`config.mk`:
```
export PLATFORM = sky130hd
export DESIGN_NAME = sram_port_arbiter
export DESIGN_NICKNAME = d
export VERILOG_FILES = /design/src/rtl/sram_port_arbiter.sv
export SDC_FILE = /design/constraint.sdc
export NUM_CORES = 1
export LEC_CHECK = 0
export CAP_MARGIN = 15
export CORE_UTILIZATION = 41
export CTS_BUF_LIST = sky130_fd_sc_hd__clkbuf_8
export CTS_CLUSTER_DIAMETER = 30
export CTS_CLUSTER_SIZE = 25
export DETAILED_ROUTE_END_ITERATION = 10
export PLACE_DENSITY = 0.88
export SLEW_MARGIN = 15
export SYNTH_ARGS = -nofsm -noshare
export SYNTH_HDL_FRONTEND = slang
export SYNTH_SLANG_ARGS = --single-unit
```
`constraint.sdc`:
```
create_clock -name clk_i -period 2.8 [get_ports clk_i]
set_input_delay 0.28 -clock clk_i [delete_from_list [all_inputs] [get_ports clk_i]]
set_output_delay 0.28 -clock clk_i [all_outputs]
set_load 0.005 [all_outputs]
```
`src/rtl/sram_port_arbiter.sv`:
```
// ---------------------------------------------------------------------------
// sram_port_arbiter
//
// Shares one single-port SRAM macro (one-cycle read latency, byte enables)
// between NUM_REQ req/gnt/rvalid requesters using a round-robin search. At
// most one access is issued per cycle. The response is steered back to the
// port that issued it. Each port owns a response hold register, so a port
// that stalls its rready_i blocks only itself.
//
// Ports (port p occupies slice p of every packed per-port vector):
//   clk_i, rst_i          clock; asynchronous active-high reset
//   req_i, we_i           per-port request and write enable
//   addr_i, wdata_i, be_i per-port word address, write data, byte enables
//   gnt_o                 per-port grant (combinational, one-hot or zero)
//   rvalid_o, rdata_o     per-port response valid and data
//   rready_i              per-port response accept
//   sram_req_o, sram_we_o, sram_addr_o, sram_wdata_o, sram_be_o
//                         SRAM command, driven by the granted port
//   sram_rdata_i          SRAM read data, valid the cycle after a read strobe
// ---------------------------------------------------------------------------
module sram_port_arbiter #(
  parameter int NUM_REQ    = 2,
  parameter int DATA_WIDTH = 32,
  parameter int ADDR_WIDTH = 10
) (
  input  logic                             clk_i,
  input  logic                             rst_i,
  input  logic [NUM_REQ-1:0]               req_i,
  input  logic [NUM_REQ-1:0]               we_i,
  input  logic [NUM_REQ*ADDR_WIDTH-1:0]    addr_i,
  input  logic [NUM_REQ*DATA_WIDTH-1:0]    wdata_i,
  input  logic [NUM_REQ*DATA_WIDTH/8-1:0]  be_i,
  output logic [NUM_REQ-1:0]               gnt_o,
  output logic [NUM_REQ-1:0]               rvalid_o,
  output logic [NUM_REQ*DATA_WIDTH-1:0]    rdata_o,
  input  logic [NUM_REQ-1:0]               rready_i,
  output logic                             sram_req_o,
  output logic                             sram_we_o,
  output logic [ADDR_WIDTH-1:0]            sram_addr_o,
  output logic [DATA_WIDTH-1:0]            sram_wdata_o,
  output logic [DATA_WIDTH/8-1:0]          sram_be_o,
  input  logic [DATA_WIDTH-1:0]            sram_rdata_i
);

  localparam int BE_W  = DATA_WIDTH / 8;
  localparam int PTR_W = $clog2(NUM_REQ);

  typedef enum logic [1:0] {
    ST_IDLE = 2'd0,  // no response owed
    ST_RESP = 2'd1,  // first response cycle, data straight from the SRAM
    ST_HOLD = 2'd2   // response stalled, data from the hold register
  } port_state_e;

  port_state_e             state_q [NUM_REQ];
  port_state_e             state_d [NUM_REQ];
  logic [DATA_WIDTH-1:0]   hold_q  [NUM_REQ];
  logic [DATA_WIDTH-1:0]   hold_d  [NUM_REQ];
  logic [NUM_REQ-1:0]      is_write_q;
  logic [NUM_REQ-1:0]      is_write_d;
  logic [PTR_W-1:0]        rr_q;
  logic [PTR_W-1:0]        rr_d;

  logic [NUM_REQ-1:0]      eligible;
  logic [NUM_REQ-1:0]      gnt;
  logic                    found;
  logic [PTR_W-1:0]        win_idx;
  logic [PTR_W-1:0]        cand;

  // A port may be granted when it has nothing outstanding, or when its
  // pending response is being accepted in this same cycle.
  always_comb begin
    for (int p = 0; p < NUM_REQ; p++) begin
      eligible[p] = req_i[p] & ((state_q[p] == ST_IDLE) | rready_i[p]);
    end
  end

  // Round-robin search starting at rr_q; the first eligible port wins.
  // Grants are masked while reset is asserted because gnt_o is combinational
  // and must read zero during reset regardless of the inputs.
  always_comb begin
    // NOTE: every signal written here gets a default first, so no path
    // through the block can leave it unassigned and infer a latch.
    found   = 1'b0;
    win_idx = '0;
    cand    = '0;
    gnt     = '0;
    if (!rst_i) begin
      for (int i = 0; i < NUM_REQ; i++) begin
        cand = PTR_W'((32'(rr_q) + 32'(i)) % NUM_REQ);
        if (!found && eligible[cand]) begin
          found   = 1'b1;
          win_idx = cand;
        end
      end
      if (found) begin
        gnt[win_idx] = 1'b1;
      end
    end
  end

  always_comb begin
    rr_d = rr_q;
    if (found) begin
      rr_d = (win_idx == PTR_W'(NUM_REQ - 1)) ? '0 : win_idx + PTR_W'(1);
    end
  end

  // SRAM command mux; an idle cycle drives an all-zero command.
  always_comb begin
    sram_req_o   = found;
    sram_we_o    = 1'b0;
    sram_addr_o  = '0;
    sram_wdata_o = '0;
    sram_be_o    = '0;
    for (int p = 0; p < NUM_REQ; p++) begin
      if (gnt[p]) begin
        sram_we_o    = we_i[p];
        sram_addr_o  = addr_i[p*ADDR_WIDTH +: ADDR_WIDTH];
        sram_wdata_o = wdata_i[p*DATA_WIDTH +: DATA_WIDTH];
        sram_be_o    = be_i[p*BE_W +: BE_W];
      end
    end
  end

  // Per-port response state. Only the port in ST_RESP looks at sram_rdata_i,
  // and at most one port can be there since only one access issues per cycle.
  always_comb begin
    for (int p = 0; p < NUM_REQ; p++) begin
      state_d[p]    = state_q[p];
      hold_d[p]     = hold_q[p];
      is_write_d[p] = gnt[p] ? we_i[p] : is_write_q[p];

      case (state_q[p])
        ST_IDLE: begin
          if (gnt[p]) state_d[p] = ST_RESP;
        end
        ST_RESP: begin
          if (gnt[p]) begin
            state_d[p] = ST_RESP;
          end else if (rready_i[p]) begin
            state_d[p] = ST_IDLE;
          end else begin
            // Capture the one-cycle SRAM data before it disappears.
            state_d[p] = ST_HOLD;
            hold_d[p]  = is_write_q[p] ? '0 : sram_rdata_i;
          end
        end
        ST_HOLD: begin
          if (gnt[p]) begin
            state_d[p] = ST_RESP;
          end else if (rready_i[p]) begin
            state_d[p] = ST_IDLE;
          end
        end
        default: state_d[p] = ST_IDLE;
      endcase
    end
  end

  always_comb begin
    for (int p = 0; p < NUM_REQ; p++) begin
      rvalid_o[p] = (state_q[p] != ST_IDLE);
      case (state_q[p])
        ST_RESP: rdata_o[p*DATA_WIDTH +: DATA_WIDTH] = is_write_q[p] ? '0 : sram_rdata_i;
        ST_HOLD: rdata_o[p*DATA_WIDTH +: DATA_WIDTH] = hold_q[p];
        default: rdata_o[p*DATA_WIDTH +: DATA_WIDTH] = '0;
      endcase
    end
  end

  assign gnt_o = gnt;

  // NOTE: sequential state uses non-blocking assignments so every flop
  // samples the pre-edge value of every other flop.
  always_ff @(posedge clk_i or posedge rst_i) begin
    if (rst_i) begin
      rr_q       <= '0;
      is_write_q <= '0;
      for (int p = 0; p < NUM_REQ; p++) begin
        state_q[p] <= ST_IDLE;
        // NOTE: the hold registers are small per-port storage that must read
        // back as zero after reset, so they are reset like ordinary flops.
        hold_q[p]  <= '0;
      end
    end else begin
      rr_q       <= rr_d;
      is_write_q <= is_write_d;
      for (int p = 0; p < NUM_REQ; p++) begin
        state_q[p] <= state_d[p];
        hold_q[p]  <= hold_d[p];
      end
    end
  end

endmodule
```
==> impl_metrics.json <==
{
  "clk_pin_slew_ns": 0.08,
  "min_period_ns": 2.75,
  "drv_cap": 0,
  "tns_ns": 0,
  "critical_path_class": "flip-flop to output port",
  "row_count": 38,
  "critPathLaunchType": "flip-flop",
  "grt_pass1_vias": 5171,
  "relSlewSlack": 0.497,
  "synth_area_um2": 4720,
  "crit_fanout": 6,
  "port_buffers": 247,
  "syn-num-nets": 692,
  "max_slew.worst_pin.slew_ns": 0.753,
  "vias": 5298,
  "setup_viol": 0,
  "fin_hold_ws_ns": 0.483,
  "cts_buffers": 9,
  "worstSkewPairLatency_ns": 0.35,
  "drtIter0Drc": 395,
  "power_leakage_uw": 0.00313,
  "yosys_warnings": 0,
  "ant_nets": 0,
  "cts.htree.levels": 3,
  "synth_ff_type": "dfrtp_1",
  "yosysSeqAreaShare": 0.376,
  "status": "finished, final reports clean",
  "seq_area_um2": 1780,
  "final-max-slew-violation-count": 0,
  "finalHoldViolCount": 0,
  "post_drt_wl_per_cell_um": 18.4,
  "grt_max_degree": 65,
  "cts.sinks": 71,
  "cp.required_ns": 2.52,
  "fmax_mhz": 364,
  "power-per-cell-area_nw_per_um2": 768,
  "fin_skew_ns": 0.0142,
  "antenna_cells": 0,
  "peakVddDrop_uv": 406,
  "overflow": 0,
  "fin_util": 0.699,
  "end_kind": "output port",
  "syn2layout_area_growth_pct": 63.2,
  "die_area_um2": 11900,
  "drtPass1Iterations": 5,
  "worst_hold_path_type": "flip-flop to flip-flop",
  "routed_wl_mm": 17.1,
  "rsz0062_at_grt": "yes",
  "finalNetCount": 925,
  "synth_edf_count": 0,
  "critPathArrivalTime_ns": 2.47,
  "dieHeight_um": 109,
  "async_reset_ff_frac": 1.00,
  "gp_congestion": 0.885,
  "syn_inst": 552,
  "postCtsHoldBufs": 0,
  "stdcell_area_um2": 7710,
  "multi_input_area_um2": 2690,
  "synth_seq_cells": 71,
  "syn_area_per_cell_um2": 8.55,
  "period_share": 0.982,
  "start_util": 0.428,
  "grt_pass1_wl_mm": 25.9,
  "cts_tree": "yes",
  "grtUsageTotal": 0.282,
  "hpwlAfterDp_mm": 12.0,
  "core_um2": 11000,
  "nFillCells": 856,
  "cts.path.max_buffers": 2,
  "worst-r2r-setup-slack_ns": 0.63,
  "die-width_um": 109,
  "synth_cell_type_count": 32,
  "layout-drive-gt1-share": 0.0810,
  "antenna_found_initial": 0,
  "via_per_inst": 5.70,
  "clockRootBuffer": "clkbuf_8",
  "drc_errors": 0,
  "ioPinCount": 248,
  "placed_cell_area_um2": 7310
}
==> path summary, 6_finish.rpt <==
check                                              end  cells past startpoint              startpoint
max in group asynchronous       hold_q[61]$_DFFE_PP0P_                      4                   rst_i
worst min register to register  hold_q[39]$_DFFE_PP0P_                      2  hold_q[39]$_DFFE_PP0P_
worst max register to register  hold_q[20]$_DFFE_PP0P_                      7  state_q[3]$_DFFE_PP0P_
min in group asynchronous       hold_q[30]$_DFFE_PP0P_                      3                   rst_i
worst min-delay path            hold_q[39]$_DFFE_PP0P_                      2  hold_q[39]$_DFFE_PP0P_
worst max-delay path                   sram_wdata_o[5]                      8  state_q[0]$_DFFE_PP0P_
==> worst max-delay path: stages (launching register included) <==
cell             delay, ns
dfrtp_1               0.37
inv_1                 0.10
ha_4                  0.20
o211a_4               0.28
nor2_4                0.24
clkbuf_16             0.22
a22oi_1               0.07
nor2_1                0.12
clkdlybuf4s50_1       0.52
==> cell type report <==
type,instances,area share
flip-flops and latches,71,0.230
well taps,140,0.0227
clock buffers,10,0.0179
inverters,10,0.00487
clock inverters,6,0.00698
multi-input cells,417,0.349
repair buffers,276,0.368
==> cell usage after synthesis, types with 2 or more instances <==
cell	number	area, um^2
buf_4	2	15.0
nand2b_1	44	275
nor3b_1	2	15.0
nor2b_1	66	413
buf_2	11	55.1
nor2_1	50	188
buf_6	8	90.1
o21ai_0	45	225
o21ai_1	13	65.1
nor3_1	2	10.0
inv_1	10	37.5
clkbuf_1	31	116
ha_1	8	100
buf_1	2	7.51
a22oi_1	110	826
a211oi_2	2	25.0
a21oi_1	3	15.0
dfrtp_1	71	1780
nand2_1	36	135
a22o_1	22	193
mux2_2	2	22.5
o31ai_1	2	15.0
==> metal layers <==
metal  wire (um)  vias to the layer above  GRT usage
met4         532                        0      0.116
met3        1270                       44     0.0581
met1        6580                     2550      0.332
met2        8750                      277      0.497
li1            -                     2427          -
met5           0                        -          0
==> sequential cells by signal, summed over array words and instances, names as in the netlist <==
register,flops
hold_q,64
state_q,4
is_write_q,2
rr_q,1
==> per-stage QoR <==
step | power [uW] | cells | worst slack [ns]
after floorplan | 3540 | 552 | 0.324
after global placement | 4740 | 906 | 0.284
after detailed placement | 4870 | 906 | 0.259
after CTS | 5790 | 924 | 0.00714
after global routing | 6310 | 930 | -0.0654
final | 5920 | 930 | 0.0499
==> cell families after synthesis <==
| group | after synthesis | synth area share |
|---|---|---|
| and+or+nand+nor | 204 | 0.225 |
| AOI/OAI and AO/OA | 202 | 0.302 |
| DFF | 71 | 0.376 |
| buffers and inverters | 64 | 0.0681 |
| adders and majority gates | 8 | 0.0212 |
| muxes | 3 | 0.00689 |
==> report_power, final <==
| part | leakage (uW) | internal, uW | total, uW | switching [uW] |
|---|---|---|---|---|
| Clock | 0.000106 | 425 | 819 | 394 |
| Combinational | 0.00210 | 1800 | 3420 | 1620 |
| Sequential | 0.000925 | 1430 | 1680 | 252 |
| Total | 0.00313 | 3650 | 5920 | 2270 |
==> placed cells by master, fill, tap and decap left out, types with 19 or more instances in the layout <==
cell type	instances
a22o_1	22
nand2_1	36
clkdlybuf4s50_1	234
o21ai_0	45
nand2b_1	44
a22oi_1	110
buf_4	19
dfrtp_1	71
nor2_1	50
nor2b_1	64
==> repair_timing <==
item | in CTS | in global routing
endpoints found under the setup margin | 47 | 51
gates resized for setup | 9 | 21
cloned | 1 | 2
buffers inserted | 1 | 4
Power figures use the tool's default switching activity.
